File: config.mk
export PLATFORM = sky130hd
export DESIGN_NAME = fft32_stage_scheduler
export DESIGN_NICKNAME = d
export VERILOG_FILES = /design/src/rtl/fft32_pkg.sv /design/src/rtl/fft32_bf_addr_gen.sv /design/src/rtl/fft32_stage_scheduler.sv
export SDC_FILE = /design/constraint.sdc
export NUM_CORES = 1
export LEC_CHECK = 0
export BUFFER_PORTS_ARGS = -buffer_cell sky130_fd_sc_hd__buf_2
export CORE_UTILIZATION = 30
export DETAILED_ROUTE_END_ITERATION = 16
export PLACE_DENSITY = 0.56
export SYNTH_ARGS = -nofsm -noshare
export SYNTH_HDL_FRONTEND = slang
export SYNTH_SLANG_ARGS = --single-unit
File: constraint.sdc
create_clock -name clk_50 -period 5.9 [get_ports clk_50]
set_input_delay 0 -clock clk_50 [delete_from_list [all_inputs] [get_ports clk_50]]
set_output_delay 0 -clock clk_50 [all_outputs]
set_load 0.02 [all_outputs]
File: src/rtl/fft32_pkg.sv
// fft32_pkg: shared sizes, FSM encoding and write-slot type for the 32-point FFT scheduler.
package fft32_pkg;
    localparam int FFT_N     = 32;
    localparam int FFT_LOG2N = 5;
    localparam int TW_W      = 4;
    localparam int ADDR_W    = 5;
    localparam logic [1:0] IDLE  = 2'd0;
    localparam logic [1:0] RUN   = 2'd1;
    localparam logic [1:0] DRAIN = 2'd2;
    localparam logic [1:0] DONE  = 2'd3;
    typedef struct packed {
        logic              en;
        logic [ADDR_W-1:0] a;
        logic [ADDR_W-1:0] b;
    } wr_slot_t;
endpackage

File: src/rtl/fft32_bf_addr_gen.sv
// fft32_bf_addr_gen: maps (stage, butterfly k) to radix-2 DIT operand addresses and twiddle index.
module fft32_bf_addr_gen
    import fft32_pkg::*;
(
    input  logic [2:0]        stage,
    input  logic [TW_W-1:0]   k,
    output logic [ADDR_W-1:0] addr_a,
    output logic [ADDR_W-1:0] addr_b,
    output logic [TW_W-1:0]   tw_idx
);
    logic [ADDR_W-1:0] span, pos, grp;
    always_comb begin
        span   = ADDR_W'(1) << stage;
        pos    = {1'b0, k} & (span - ADDR_W'(1));
        grp    = {1'b0, k} >> stage;
        addr_a = (grp << (stage + 3'd1)) | pos;
        addr_b = addr_a + span;
        tw_idx = pos[TW_W-1:0] << (3'(TW_W) - stage);
    end
endmodule

File: src/rtl/fft32_stage_scheduler.sv
// fft32_stage_scheduler: issues 16 butterflies per stage over 5 stages, drains the
// butterfly pipeline between stages, and replays issued addresses as write-backs.
module fft32_stage_scheduler
    import fft32_pkg::*;
#(
    parameter int PIPE_LAT = 3,
    parameter int N_STAGES = FFT_LOG2N
) (
    input  logic              clk_50,
    input  logic              rst_n,
    input  logic              start,
    output logic              busy,
    output logic              done,
    output logic [2:0]        stage,
    output logic              rd_en,
    output logic [ADDR_W-1:0] rd_addr_a,
    output logic [ADDR_W-1:0] rd_addr_b,
    output logic [TW_W-1:0]   tw_idx,
    output logic              wr_en,
    output logic [ADDR_W-1:0] wr_addr_a,
    output logic [ADDR_W-1:0] wr_addr_b
);
    logic [1:0]        state;
    logic [TW_W-1:0]   k;
    logic [2:0]        dcnt;
    logic [ADDR_W-1:0] ga, gb;
    logic [TW_W-1:0]   gtw;
    wr_slot_t          dl [PIPE_LAT];

    fft32_bf_addr_gen u_addr_gen (
        .stage  (stage),
        .k      (k),
        .addr_a (ga),
        .addr_b (gb),
        .tw_idx (gtw)
    );

    assign rd_en     = state == RUN;
    assign done      = state == DONE;
    assign busy      = state == RUN || state == DRAIN;
    assign rd_addr_a = rd_en ? ga : '0;
    assign rd_addr_b = rd_en ? gb : '0;
    assign tw_idx    = rd_en ? gtw : '0;
    assign wr_en     = dl[PIPE_LAT-1].en;
    assign wr_addr_a = dl[PIPE_LAT-1].a;
    assign wr_addr_b = dl[PIPE_LAT-1].b;

    always_ff @(posedge clk_50 or negedge rst_n) begin
        if (!rst_n) begin
            state <= IDLE;
            stage <= '0;
            k     <= '0;
            dcnt  <= '0;
        end else if (state == IDLE) begin
            state <= start ? RUN : IDLE;
            k     <= '0;
        end else if (state == RUN) begin
            if (&k) begin
                state <= DRAIN;
                dcnt  <= 3'd1;
            end else begin
                k <= k + 1'b1;
            end
        end else if (state == DRAIN) begin
            // last write of this stage lands in the final DRAIN cycle
            if (dcnt == 3'(PIPE_LAT)) begin
                dcnt  <= '0;
                k     <= '0;
                state <= (stage < 3'(N_STAGES - 1)) ? RUN : DONE;
                stage <= (stage < 3'(N_STAGES - 1)) ? stage + 1'b1 : '0;
            end else begin
                dcnt <= dcnt + 1'b1;
            end
        end else begin
            state <= IDLE;
        end
    end

    always_ff @(posedge clk_50 or negedge rst_n) begin
        if (!rst_n) begin
            for (int i = 0; i < PIPE_LAT; i++) dl[i] <= '0;
        end else begin
            dl[0] <= wr_slot_t'{rd_en, rd_addr_a, rd_addr_b};
            for (int i = 1; i < PIPE_LAT; i++) dl[i] <= dl[i-1];
        end
    end
endmodule

==> out/metrics.csv <==
metric;value;unit
pwr_density_cell;230.4;mW/mm²
dp_hpwl;3032;µm
finalNonFillerCells;335;
synthFlopType;dfrtp_1;
place_congestion;0.8794;
routed_wl;4100;µm
drt_iter0_drc;39;
postCtsSetupRepairBufs;0;
cts_tree;yes;
holdCritPathClass;input pin to register;
dp.cells;326;
slew_viol_final;0;
startpoint_type;register;
numPortBuffers;33;
cts_made_buffers;5;
cts_sinks;45;
synth-async-reset-ratio;1.000;
max_freq;0.2609;GHz
vias;1514;
leakagePower;1.251;nW
min_period;3833;ps
grt_pass1_vias;1429;
cp.required;5900;ps
synth.most_common_cell;dfrtp_1;
setup.worst_path.class;register to output pin;
timing.final.crit_share;0.6497;
yosys_warnings;0;
status;finished clean;
syn_area;0.002246;mm²
cp_max_fo;18;
slew-limit-headroom;0.3635;
clk_latency;290;ps
remaining_drc_errors;0;
dr.pass1.iters;4;
antenna_found_initial;0;
finClkSkew;5.354;ps
power;0.0005915;W
die_y;88.53;µm
start_util;0.3096;
synthTopCellsByArea;dfrtp_1 50%, ha_1 11%, buf_4 3.3%;
synth-seq-area-share;0.5014;
cts.path.max_buffers;2;
synth_top_area_share;0.5014;
clk_pin_slew;90;ps
grt_pass1_wl;6741;µm
die_x;88.53;µm
tightestPinTransition;954.8;ps
ioPinCount;34;
synth_largest_area_cell;dfrtp_1;
track_usage;0.1149;
hold_violations;0;
end_kind;output pin;
grt_overflow_total;0;
synth-edff-count;0;
core;0.007253;mm²
rsz0062_at_grt;no;
area_growth;14.32;%
clk_root_buffer_cell;clkbuf_8;
syn_area_per_cell;10.69;µm²
maxCapViolCount;0;
pre_cts_ws;2365;ps
syn-num-nets;234;
synth_cells;210;
die_area;0.007837;mm²
cts_max_level;2;
synthTopCellsByCount;45 x dfrtp_1, 20 x ha_1, 14 x nand2_1, 13 x a21oi_1, 12 x nor2_1;
cp.arrival;3830;ps
worst_hold_slack;14.86;ps
wl_per_cell;12.24;µm
ant_nets;0;
num_rows;31;
layout.nets;259;
yosysUniqueCellTypes;42;
setup_violations;0;
ys_ff_latch;45;
cts_hold_buffers;1;
setup-tns-final;0;ps
grt_max_degree;46;
drive_gt1_frac;0.1992;
cts-resized-gates;0;
fillerInstances;749;
ir_worst_vdd;0.1444;mV
n_antenna_cell;0;
vias_per_cell;4.519;
fin_ws;2067;ps
==> layer usage <==
layer	part of all wire	vias to the layer above	track usage
li1	-	754	-
met1	0.45	726	0.1379
met2	0.50	30	0.1965
met3	0.042	4	0.03265
met4	0.012	0	0.04106
met5	0	-	0
==> report_power, final <==
part / leakage, nW / total, W / internal (W) / switching [W]
Clock: 0.0687 / 0.000277 / 0.000170 / 0.000106
Sequential: 0.526 / 0.000308 / 0.000308 / 0
Combinational: 0.656 / 0.00000658 / 0.000000898 / 0.00000568
==> state kept, by name, indices dropped and copies added (netlist names) <==
signal and cells:
dcnt 3, dl 22, k 4, stage 3, state 2, wr_addr_a 5
wr_addr_b 5, wr_en 1
==> stage by stage <==
step / util / area, µm²
after detailed placement: 0.3336 / 2420
final: 0.3540 / 2567
after floorplan: - / 2246
after global routing: 0.3540 / 2567
after CTS: 0.3540 / 2567
after global placement: 0.3336 / 2420
==> cell families (layout without fill, tap and decap cells) <==
logic type / Yosys count / after routing / synth area share
muxes: 3 / 3 / 0.01783
AOI/OAI and AO/OA: 46 / 46 / 0.1254
adders and majority gates: 21 / 21 / 0.1203
and+or+nand+nor: 61 / 61 / 0.1404
DFF: 45 / 45 / 0.5014
buffers and inverters: 28 / 54 / 0.07131
xor gates and xnor gates: 6 / 6 / 0.02340
==> cells in the final DEF, fill, tap and decap left out, types with 2 or more instances in the layout <==
cell type / n
nand2_1: 14
nor2b_1: 2
bufinv_16: 2
clkbuf_8: 5
and3_1: 2
ha_1: 20
and2_1: 7
dfrtp_1: 45
mux2_4: 2
o21ai_1: 8
a21o_1: 3
xnor2_1: 3
nor3_1: 4
xor2_1: 3
inv_1: 11
a21oi_1: 13
buf_2: 33
o21ai_0: 7
nor2_1: 12
or2_1: 2
o31ai_1: 5
a31oi_1: 2
nand3_1: 6
nand2b_1: 6
==> critical path, stage by stage, from the launching register on <==
cell and delay (ps):
dfrtp_1 720, inv_2 160, ha_1 590, inv_1 150, nand3_2 90, o2bb2ai_1 90
ha_1 240, fa_1 430, a21o_1 190, a21oi_1 170, xor2_1 200, nand3_1 100
a21oi_1 210, buf_2 190
==> area by class of cell <==
| cell class | count | area, µm² | area share |
|---|---|---|---|
| inverters | 12 | 45.04 | 0.01754 |
| flip-flops and latches | 45 | 1126 | 0.4386 |
| clock buffers | 5 | 68.82 | 0.02680 |
| repair buffers | 34 | 175.2 | 0.06823 |
| well taps | 99 | 123.9 | 0.04825 |
| clock inverters | 3 | 68.82 | 0.02680 |
| multi-input cells | 137 | 959.7 | 0.3738 |
==> final timing paths <==
check                      slack [ps]  cells after the start     start           end
setup / recovery                 2070                     13  stage[0]  rd_addr_b[4]
hold / removal                     10                      3     start      state[0]
setup reg to reg                 2470                     12  stage[0]        dl[26]
hold reg to reg                   350                      0    dl[25]        dl[14]
max in group asynchronous        4920                      2     rst_n  wr_addr_a[3]
min in group asynchronous         390                      2     rst_n        dl[23]
(Power assumes the default switching activity.)
